<file path="config.mk">
export PLATFORM = sky130hd
export DESIGN_NAME = mult_controller
export DESIGN_NICKNAME = d
export VERILOG_FILES = /design/src/rtl/mult_controller.sv
export SDC_FILE = /design/constraint.sdc
export NUM_CORES = 1
export LEC_CHECK = 0
export ABC_CLOCK_PERIOD_IN_PS = 6200
export BUFFER_PORTS_ARGS = -buffer_cell sky130_fd_sc_hd__buf_2
export CELL_PAD_IN_SITES_DETAIL_PLACEMENT = 0
export CELL_PAD_IN_SITES_GLOBAL_PLACEMENT = 1
export CORE_MARGIN = 3
export CORE_UTILIZATION = 43
export DETAILED_ROUTE_END_ITERATION = 10
export GPL_TIMING_DRIVEN = 0
export PLACE_DENSITY_LB_ADDON = 0.12
export SLEW_MARGIN = 20
export SYNTH_ARGS = -nofsm -noshare
export SYNTH_HDL_FRONTEND = slang
export SYNTH_SLANG_ARGS = --single-unit
</file>
<file path="constraint.sdc">
create_clock -name Clk -period 6.2 [get_ports Clk]
set_clock_uncertainty 0.05 [all_clocks]
set_input_delay 1.24 -clock Clk [delete_from_list [all_inputs] [get_ports Clk]]
set_output_delay 1.24 -clock Clk [all_outputs]
set_load 0.02 [all_outputs]
</file>
<file path="src/rtl/mult_controller.sv">
// -----------------------------------------------------------------------------
// mult_controller
//
// Sequences the shared 32x32 multi-cycle multiplier for MULT/MULTU and owns the
// architectural HI/LO registers. Signed operands are reduced to magnitudes
// before they reach the multiplier, and the unsigned 64-bit product is negated
// afterwards when the operand signs differ.
//
// Ports:
//   Clk          clock, all state changes on the rising edge
//   reset        asynchronous active-low reset
//   start        multiply request, accepted only while idle
//   is_signed    1 = MULT, 0 = MULTU (sampled with start)
//   lhs, rhs     operands (sampled with start)
//   rd_hi/rd_lo  MFHI/MFLO in decode (only affect stall)
//   wr_hi/wr_lo  MTHI/MTLO write strobes, data on wr_data
//   mul_work     work enable to the multiplier
//   mul_lhs/rhs  operand magnitudes to the multiplier, stable while busy
//   mul_result   unsigned product from the multiplier
//   mul_done     multiplier end flag, idles high
//   hi, lo       architectural HI/LO
//   busy         an operation is in flight
//   stall        busy and a HI/LO-related request is present
//   done         one-cycle pulse in the cycle HI/LO are being written
//   timeout_err  sticky abort flag, cleared by the next accepted start
// -----------------------------------------------------------------------------
module mult_controller #(
  parameter int TIMEOUT_CYCLES = 64,
  parameter int CNT_W          = 7
) (
  input  logic        Clk,
  input  logic        reset,
  input  logic        start,
  input  logic        is_signed,
  input  logic [31:0] lhs,
  input  logic [31:0] rhs,
  input  logic        rd_hi,
  input  logic        rd_lo,
  input  logic        wr_hi,
  input  logic        wr_lo,
  input  logic [31:0] wr_data,
  output logic        mul_work,
  output logic [31:0] mul_lhs,
  output logic [31:0] mul_rhs,
  input  logic [63:0] mul_result,
  input  logic        mul_done,
  output logic [31:0] hi,
  output logic [31:0] lo,
  output logic        busy,
  output logic        stall,
  output logic        done,
  output logic        timeout_err
);

  typedef enum logic [1:0] {IDLE, ARM, RUN, FIX} state_t;

  state_t            state_reg, state_next;
  logic [31:0]       hi_reg, lo_reg;
  logic [31:0]       mul_lhs_reg, mul_rhs_reg;
  logic [63:0]       product_reg;
  logic [CNT_W-1:0]  cnt_reg;
  logic [CNT_W-1:0]  cnt_inc;
  logic              neg_reg;
  logic              timeout_err_reg;

  logic              accept;
  logic              capture;
  logic              abort;
  logic              timeout_hit;

  // Operand magnitudes. For MULT a negative operand is two's-complement
  // negated; 0x80000000 negates to itself and is then read as unsigned 2^31.
  logic [1:0][31:0]  op_raw;
  logic [1:0][31:0]  op_mag;

  assign op_raw = {rhs, lhs};

  genvar gi;
  generate
    for (gi = 0; gi < 2; gi++) begin : g_mag
      assign op_mag[gi] = (is_signed && op_raw[gi][31]) ? (~op_raw[gi] + 32'd1)
                                                        : op_raw[gi];
    end
  endgenerate

  assign cnt_inc     = cnt_reg + CNT_W'(1);
  // The cycle that would bring the counter to the limit is the last one
  // allowed in ARM/RUN; it aborts even if the multiplier finishes then.
  assign timeout_hit = (cnt_inc == CNT_W'(TIMEOUT_CYCLES));

  // State register
  always_ff @(posedge Clk or negedge reset) begin
    if (!reset) begin
      state_reg <= IDLE;
    end else begin
      state_reg <= state_next;
    end
  end

  // Next state and handshake outputs
  always_comb begin
    state_next = state_reg;
    accept     = 1'b0;
    capture    = 1'b0;
    abort      = 1'b0;
    mul_work   = 1'b0;
    done       = 1'b0;
    busy       = 1'b1;
    case (state_reg)
      IDLE: begin
        busy = 1'b0;
        if (start) begin
          accept     = 1'b1;
          state_next = ARM;
        end
      end
      ARM: begin
        // mul_done idles high, so completion can only be recognised after
        // the multiplier has first pulled it low.
        mul_work = 1'b1;
        if (timeout_hit) begin
          abort      = 1'b1;
          state_next = IDLE;
        end else if (!mul_done) begin
          state_next = RUN;
        end
      end
      RUN: begin
        mul_work = 1'b1;
        if (timeout_hit) begin
          abort      = 1'b1;
          state_next = IDLE;
        end else if (mul_done) begin
          capture    = 1'b1;
          state_next = FIX;
        end
      end
      FIX: begin
        done       = 1'b1;
        state_next = IDLE;
      end
      default: begin
        state_next = IDLE;
      end
    endcase
  end

  // Datapath: operand latches, cycle counter, product and HI/LO
  always_ff @(posedge Clk or negedge reset) begin
    if (!reset) begin
      hi_reg          <= 32'd0;
      lo_reg          <= 32'd0;
      mul_lhs_reg     <= 32'd0;
      mul_rhs_reg     <= 32'd0;
      product_reg     <= 64'd0;
      cnt_reg         <= '0;
      neg_reg         <= 1'b0;
      timeout_err_reg <= 1'b0;
    end else begin
      if (accept) begin
        mul_lhs_reg     <= op_mag[0];
        mul_rhs_reg     <= op_mag[1];
        neg_reg         <= is_signed & (lhs[31] ^ rhs[31]);
        cnt_reg         <= '0;
        timeout_err_reg <= 1'b0;
      end else if (state_reg == IDLE) begin
        // MTHI/MTLO only land when no multiply is being accepted
        if (wr_hi) hi_reg <= wr_data;
        if (wr_lo) lo_reg <= wr_data;
      end

      if (mul_work) cnt_reg <= cnt_inc;
      if (abort)    timeout_err_reg <= 1'b1;
      if (capture)  product_reg <= mul_result;

      if (state_reg == FIX) begin
        {hi_reg, lo_reg} <= neg_reg ? (~product_reg + 64'd1) : product_reg;
      end
    end
  end

  assign hi          = hi_reg;
  assign lo          = lo_reg;
  assign mul_lhs     = mul_lhs_reg;
  assign mul_rhs     = mul_rhs_reg;
  assign timeout_err = timeout_err_reg;
  assign stall       = busy & (start | rd_hi | rd_lo | wr_hi | wr_lo);

endmodule

</file>
---- After elaboration in Yosys (flattened, before gate mapping) ----
Index checks and enable logic that the tools add are counted.
cells by class
  $add $sub $neg .......................... 4
  $mul .................................... 0
  divide/modulo/power cells ............... 0
  magnitude comparators ................... 0
  equality and inequality tests ........... 8
  shift-type cells ........................ 0
  multiplexer cells ....................... 31
  bitwise gates (word level) .............. 10
  reductions and logical operators ........ 12
operators with widths
  operator                 count
  $mux W32                 10
  $add A32 B1 Y32 const B  2
  $add A64 B1 Y64 const B  1
  $mux W64                 1
  $not A32 Y32             2
  $not A64 Y64             1
  $mux W7                  2
  $mux W1                  12
  $mux W2                  5
  $reduce_bool A2 Y1       5
  $reduce_and A3 Y1        3
  $pmux W2 S4              1
  $add A7 B1 Y7 const B    1
  $eq A7 B7 Y1 const B     1
  $ne A3 B3 Y1 const B     2
  $eq A2 B2 Y1 const B     2
  $or A1 B1 Y1             4
  $and A1 B1 Y1            2
  $eq A2 B1 Y1 const B     1
  $logic_and A1 B1 Y1      2
  $logic_not A2 Y1         1
  $ne A2 B1 Y1 const B     1
  $ne A2 B2 Y1 const B     1
  $reduce_or A2 Y1         1
  $xor A1 B1 Y1            1
storage, ports and cells
  register bits after elaboration ......... 203
  bits in latches ......................... 0
  bits in writable memories ............... 0
  ROM bits ................................ 0
  input port bits ......................... 169
  output and inout port bits .............. 133
  logic and storage cells ................. 74
  memories ................................ 0

---- Depth between registers and ports, before layout ----
Gate-level depths: netlist of the first run.
  depth after elaboration ................. 5
  depth in mapped cells ................... 9
  depth with buffers taken out ............ 8

---- Worst setup path before layout of the first run ----
No wires, ideal clock.
  kind .................................... input -> register
  from .................................... in lhs[4]
  to ...................................... reg mul_lhs_reg[29] (netlist: mul_lhs[29])
  setup time .............................. 0.133 ns
  arrival time ............................ 3.105 ns
  data required time ...................... 6.017 ns
  setup slack ............................. 2.912 ns
  stages on the path ...................... 6
  path buffers ............................ 0
  cell sequence ........................... nor4_1 nor4b_1 nand3_1 o41ai_1 xor2_1 o21ai_0
between the ends
  word-level cells in the longest chain between the ends .. 3
RTL lines
  what                  RTL line  RTL
  start, declared       35        input logic [31:0] lhs,
  $not A32 Y32          81        assign op_mag[gi] = (is_signed && op_raw[gi][31]) ? (~op_raw[gi] + 32'd1)
  $add A32 B1 Y32       81
  $mux W32              81
  end signal, assigned  161       mul_lhs_reg <= op_mag[0];
  end, declared         59        logic [31:0] mul_lhs_reg, mul_rhs_reg;
Every way passes these cells.
A chain may end at the register's enable or synchronous reset.

---- Worst setup path after layout of the first run ----
  from .................................... reg product_reg[32]
  to ...................................... reg hi_reg[27] (netlist: hi[27])
between the ends
  word-level cells in the longest chain between the ends .. 4
RTL lines
  what                    RTL line  RTL
  start, declared         60        logic [63:0] product_reg;
  start signal, assigned  174       if (capture) product_reg <= mul_result;
  $not A64 Y64            177       {hi_reg, lo_reg} <= neg_reg ? (~product_reg + 64'd1) : product_reg;
  $add A64 B1 Y64         177
  $mux W64                177
  $mux W32                176       if (state_reg == FIX) begin
  end signal, assigned    168       if (wr_hi) hi_reg <= wr_data;
  end signal, assigned    177
  end, declared           58        logic [31:0] hi_reg, lo_reg;
Every way passes these cells.

==> summary.txt, run 1 <==
Worst setup path
  – Crit-path max FO: 8
  – Flop2flop setup slack: ~2.9 ns
  – Crit start category: flop
  – Worst EP arrival: between 3 and 4 ns
  – Worst Path Required: 6.56 ns
  – Setup CP Type: flop to flop
  – CP Capture Type: flop

Outcome
  – Status: complete, no violations

Synth
  – Top_reg_cell synth: dfrtp_1
  – Synth Warn #: 0
  – Ys async rst share: 100%
  – Top cells by area, synth: dfrtp_1, xor2_1, mux2_2
  – Synthesized area: 10900 um2
  – Area leader, netlist: dfrtp_1
  – Synth cell types: 50
  – Avg Cell Area, Syn: between 9 and 10 um2
  – Syn Nets: 1296
  – #FFs+latches synth: 203
  – Post-synth EDFFs: 0
  – Share of the synthesized area in the top cell type: 46.8%
  – Post-synth top cells: dfrtp_1, o21ai_0, nand2_1
  – Register area share after synthesis: 46.8%
  – Cells after synthesis: roughly 1.1k
  – Count leader, synth: dfrtp_1

Floorplan
  – Core Footprint: 24500 um2
  – Die height: 165 um
  – Die Footprint: 27200 um2
  – Ports: 302
  – Rows: 57
  – Die width: ~160 um
  – Initial Utilization: 44.3%

Cells and area
  – Fill cells: 2309
  – Fin util: 55.7%
  – Max reg flops: 64
  – Area growth syn-to-layout: 25.8%
  – N_diodes: 0
  – Final #Nets: between 1.5k and 2k
  – Share of layout cells above drive strength 1: 28.9%
  – Area of the multi-input gates: between 5000 and 6000 um2
  – Register area: 5080 um2

Timing
  – Period utilisation layout: 53.0%
  – Final worst slack: 2.91 ns
  – Worst-margin pin slew: 0.793 ns
  – Hold WS: 0.423 ns
  – Max Slew Vio Count: 0
  – Final hold violations: 0
  – Unrepaired setup endpoints after global routing: no
  – Setup tns final: 0 ns
  – Post-layout min period: 3.29 ns
  – Slew HR: 46.4%
  – Final setup viols: 0
  – Highest clock rate: 304 MHz

GRT
  – First-pass GRT wire length: 55.1 mm
  – Total Routing Usage GR: 26.0%
  – Largest net degree at the start of global routing: 94
  – Initial antenna violation count: 5
  – GRT overflow: 0
  – Vias in the first global route: 9699

Clock tree
  – Post-CTS Hold Buffers: 0
  – H-tree depth: 1
  – Clock tree sinks: approximately 200
  – TritonCTS buffer count: 24
  – CTS tree: yes
  – Clk buf depth: 3
  – Clk_lat worst skew: slightly above 0.5 ns
  – Reg clk slew, reported paths: 0.06 ns
  – PostCTS Resize Cnt: 0
  – Clk root buf: clkbuf_16
  – Post-CTS setup buffer count: 0

Drt
  – Post-route DRC: 0
  – Routed WL: 36.3 mm
  – Via density: 5.54
  – Vias: roughly 10k
  – TritonRoute pass-1 iters: 6
  – Antenna Nets Post-Route: 0
  – WL per Instance: 20.3 um
  – DRT iter0 DRCs: 772

Pwr
  – Psw: around 3300 uW
  – Total Power: 7440 uW
  – Logic gate share of total power: 45.6%
  – Pwr dens: 544 nW/um2
  – Peak supply drop: 0.231 mV
  – Cell Int Power: just over 4000 uW
  – Clock power frac: 19.7%
  – Switching share of power: about 44%
  – Leak: around 0.006 uW
  – Sequential Power Share: between 30 and 40%

Place
  – # port buffers: 300
  – Detailed Place HPWL: ~28 mm
  – Routability cong.: about 0.9
  – Pre-CTS WS: 2.15 ns

Run
  – Max Cap Viol: 0

Worst hold path
  – Worst hold path type: flop to flop
==> metal layers <==
metal	track usage (%)	vias to the layer above	part of all wire (%)	wire length, um
met3	7.20	75	9.3	3380
met1	33.4	4747	41	14700
met4	8.12	8	3.1	1140
li1	-	4676	-	-
met5	0	-	0.17	61
met2	42.8	386	47	17000
==> stage by stage <==
stage                     area, um2  instances
after floorplan               10900       1118
after detailed placement      12800       1744
final                         13700       1785
after CTS                     13700       1785
after global routing          13700       1785
after global placement        12800       1742
==> area by class of cell <==
type                       count  share of cell area, %
buffer                        64                   1.78
sequential                   203                   37.2
multi-input combinational    831                   40.0
inverter                      20                  0.550
timing repair buffer         302                   11.5
clock buffer                  35                   5.44
clock inverter                 6                  0.586
tap                          324                   2.97
==> cells by family after synthesis <==
kind of cell	synth area share, %
compound gates	17.4
xor+xnor	9.60
fa+ha+maj	1.04
buf+inv	2.93
flops	46.8
mux	7.48
simple gates	14.8
==> worst max-delay path: stages (launching register included) <==
cell and delay (ns):
dfrtp_1 0.45, or3_1 0.46, nor4bb_1 0.68, nand4_1 0.55, o41ai_1 0.54, xor2_1 0.19
a221oi_1 0.29
==> final timing paths <==
check / startpoint / end / depth (start not counted)
worst max-delay path: product_reg[32] / hi[27] / 6
worst min-delay path: mul_rhs[15] / mul_rhs[15] / 2
worst max register to register: product_reg[32] / hi[27] / 6
worst min register to register: mul_rhs[15] / mul_rhs[15] / 2
max in group asynchronous: reset / mul_lhs[31] / 2
min in group asynchronous: reset / product_reg[6] / 1
==> cells in the final DEF, fill, tap and decap left out, types with 9 or more instances in the layout <==
master / n
buf_2: 301
dfrtp_1: 203
o21ai_0: 145
nand2_1: 113
xor2_1: 88
nor2_1: 82
mux2_2: 65
clkbuf_1: 62
a21oi_1: 39
xnor2_1: 31
o31ai_1: 28
o41ai_1: 25
clkbuf_16: 25
or3_1: 21
inv_1: 20
a221oi_1: 20
or4_1: 17
nor3_1: 16
a21o_1: 16
nand3_1: 13
a211oi_1: 10
nor3b_1: 9
ha_1: 9
==> power by group through the flow <==
stage | Clock (uW) | Sequential, uW | Combinational (uW)
2_1_floorplan | 0 | 2920 | 1750
3_3_place_gp | 0 | 2570 | 3350
3_5_place_dp | 0 | 2580 | 3400
4_1_cts | 1490 | 2570 | 3410
5_1_grt | 1550 | 2660 | 3740
6_report | 1470 | 2580 | 3390
Power figures use the tool's default switching activity.
==> run 2, diff against run 1 <==
--- a/config.mk
+++ b/config.mk
@@ -5,12 +5,13 @@
 export SDC_FILE = /design/constraint.sdc
 export NUM_CORES = 1
 export LEC_CHECK = 0
-export ABC_CLOCK_PERIOD_IN_PS = 6200
+export ABC_AREA = 1
+export ABC_CLOCK_PERIOD_IN_PS = 2700
 export BUFFER_PORTS_ARGS = -buffer_cell sky130_fd_sc_hd__buf_2
 export CELL_PAD_IN_SITES_DETAIL_PLACEMENT = 0
 export CELL_PAD_IN_SITES_GLOBAL_PLACEMENT = 1
 export CORE_MARGIN = 3
-export CORE_UTILIZATION = 43
+export CORE_UTILIZATION = 35
 export DETAILED_ROUTE_END_ITERATION = 10
 export GPL_TIMING_DRIVEN = 0
 export PLACE_DENSITY_LB_ADDON = 0.12
==> constraint.sdc (replaced) <==
create_clock -name Clk -period 2.7 [get_ports Clk]
set_clock_uncertainty 0.05 [all_clocks]
set_input_delay 0.54 -clock Clk [delete_from_list [all_inputs] [get_ports Clk]]
set_output_delay 0.54 -clock Clk [all_outputs]
set_load 0.02 [all_outputs]
==> run 2 against run 1 <==
Net effect: via count rose by 30%; largest cell class unchanged; flip-flop and latch count unchanged; non-clock buffer count is 4 higher; critical endpoint is now hi[7].
==> summary.txt, run 2 <==
Outcome
  – Status: complete, no violations

Worst hold path
  – Worst Hold Depth: 3
  – Worst hold path type: primary input to flop
  – Hold_sp: mul_result[9]

Synth
  – Synth Warn #: 0
  – Avg Cell Area, Syn: 7.04 um2
  – Synthesized area: about 12000 um2
  – #FFs+latches synth: 203
  – Post-synth EDFFs: 0
  – Top cells by area, synth: dfrtp_1, nand2_1, nor2_1
  – Top_reg_cell synth: dfrtp_1
  – Cells after synthesis: 1744
  – Syn Nets: between 1.5k and 2k
  – Share of the synthesized area in the top cell type: 41.4%
  – Post-synth top cells: nand2_1, nor2_1, dfrtp_1
  – Register area share after synthesis: roughly two fifths
  – Area leader, netlist: dfrtp_1
  – Count leader, synth: nand2_1
  – Ys async rst share: 100%
  – Synth cell types: 38

Worst setup path
  – CP Capture Type: flop
  – Reg2reg start: state_reg[0]
  – Cells on worst reg2reg path: 11
  – CP startpoint: state_reg[0]
  – Slowest CP cell: dfrtp_1
  – Crit start category: flop
  – Critical path's largest stage delay: 0.39 ns
  – Cell Chain, Critical Path: inv_1 -> ha_1 -> nand2_2 -> inv_2 -> nor2_4 -> nand2_1 -> nand2_1 -> inv_2 -> buf_2 -> a21oi_1 -> a21oi_1
  – Setup CP Type: flop to flop
  – Worst EP arrival: about 2.9 ns
  – Crit-path max FO: 10
  – Flop2flop setup slack: about 0.14 ns
  – Worst Path Required: 3.06 ns

Place
  – Routability cong.: 0.948
  – Pre-CTS WS: -0.231 ns
  – # port buffers: about 300
  – Detailed Place HPWL: about 40 mm

Floorplan
  – Die width: 193 um
  – Die height: 193 um
  – Rows: 67
  – Ports: approximately 300
  – Initial Utilization: 36.1%
  – Die Footprint: 37400 um2
  – Core Footprint: 34000 um2

Run
  – Max Cap Viol: 0

Cells and area
  – Most frequent cells in the layout: nand2_1, nor2_1, buf_2
  – Register area: 5080 um2
  – Most common cell after layout, fill and taps aside: nand2_1
  – Share of layout cells above drive strength 1: a little over a fifth
  – Fill cells: 3664
  – Area of the multi-input gates: 6310 um2
  – Area growth syn-to-layout: 24.5%
  – Final #Nets: approximately 2.3k
  – Fin util: between 40% and 50%
  – Max reg flops: 64

Timing
  – Highest clock rate: 390 MHz
  – Period utilisation layout: 94.9%
  – Post-layout min period: around 2.6 ns
  – Max Slew Vio Count: 0
  – Final setup viols: 0
  – Final hold violations: 0
  – Hold WS: 0.183 ns
  – Unrepaired setup endpoints after global routing: no
  – Slew HR: 47.6%
  – Final worst slack: approximately 0.14 ns
  – Worst-margin pin slew: 0.786 ns

Clock tree
  – TritonCTS buffer count: 25
  – Clk buf depth: 3
  – CTS tree: yes
  – Clock tree sinks: 203
  – Clk root buf: clkbuf_16
  – Clk_lat worst skew: ~0.55 ns
  – H-tree depth: 1
  – Reg clk slew, reported paths: ~0.060 ns

GRT
  – First-pass GRT wire length: approximately 76 mm
  – Largest net degree at the start of global routing: between 80 and 90
  – Vias in the first global route: 13.0k
  – Initial antenna violation count: 6
  – Total Routing Usage GR: approximately 26%
  – GRT overflow: 0

Pwr
  – Pwr dens: ~1200 nW/um2
  – Peak supply drop: 0.709 mV
  – Leak: 0.00731 uW

Drt
  – Antenna Nets Post-Route: 0
  – Post-route DRC: 0
  – Routed WL: between 40 and 50 mm
  – TritonRoute pass-1 iters: 5
  – Via density: 5.06
  – WL per Instance: slightly below 20 um
  – DRT iter0 DRCs: 751
  – Vias: 12.9k
[run 2: changes by cell type after synthesis, sizes merged, moves of 65 or more]
cell	previous run	this run
mux2	65	0
nand3	13	179
nor2	82	343
nand2	113	389
a21oi	39	197
inv	20	144
[run 2: stage by stage]
step                setup TNS (ns)  area [um2]  power [uW]  cells
finish                           0       15300       18100   2541
global route                     0       15300       19400   2541
CTS                         -0.129       15300       18200   2541
detailed placement           -2.70       14400       14600   2495
global placement           -551.25       14300       14400   2493
floorplan                        0       12300       11100   1744
[run 2: report_power, final]
| group | total (uW) | internal [uW] | switching (uW) |
|---|---|---|---|
| Sequential | 5570 | 4500 | 1070 |
| Clock | 3520 | 2080 | 1440 |
| Combinational | 8990 | 2770 | 6230 |
[run 2: worst paths after layout]
path	endpoint
worst min register to register	mul_rhs[16]
worst max register to register	hi[7]
min in group asynchronous	hi[23]
worst min-delay path	product_reg[9]
worst max-delay path	hi[7]
max in group asynchronous	mul_lhs[20]
[run 2: area by class of cell]
type / count / share of cell area, %
Antenna cell: 1 / 0.0164
Buffer: 66 / 2.34
Clock buffer: 31 / 4.44
Clock inverter: 14 / 1.07
Inverter: 146 / 3.59
Multi-Input combinational cell: 1328 / 41.3
Sequential cell: 203 / 33.2
Tap cell: 448 / 3.67
Timing Repair Buffer: 304 / 10.4
[run 2: worst max-delay path: cells and delay by family (launching register included)]
family	cells	cell delay, ns
compound gates	2	0.41
buf+inv	4	0.60
simple gates	4	0.74
fa+ha+maj	1	0.23
flops	1	0.39
[run 2: logic make-up (layout without fill, tap and decap cells)]
kind of cell,count (synthesis),count (layout),synth area share [%]
AO/OA/AOI/OAI,314,314,14.8
XOR/XNOR,37,37,2.64
adder cells (fa/ha/maj),9,9,0.917
buffers and inverters,213,561,7.40
flip-flops,203,203,41.4
other,0,1,0
AND/OR/NAND/NOR,968,968,32.9
[run 2: metal layers]
metal	track usage, %	vias to the layer above	share of wire [%]
li1	-	6339	-
met1	31.8	6029	41
met2	44.9	408	48
met3	6.33	82	7.5
met4	8.17	10	3.1
met5	0	-	0.14
[run 2: timing repair]
item	4_1_cts	5_1_grt
endpoints found under the hold margin	63	0
buffers inserted	0	0
cloned	0	0
resized for setup	1	6
hold buffers	1	0
endpoints found under the setup margin	27	32
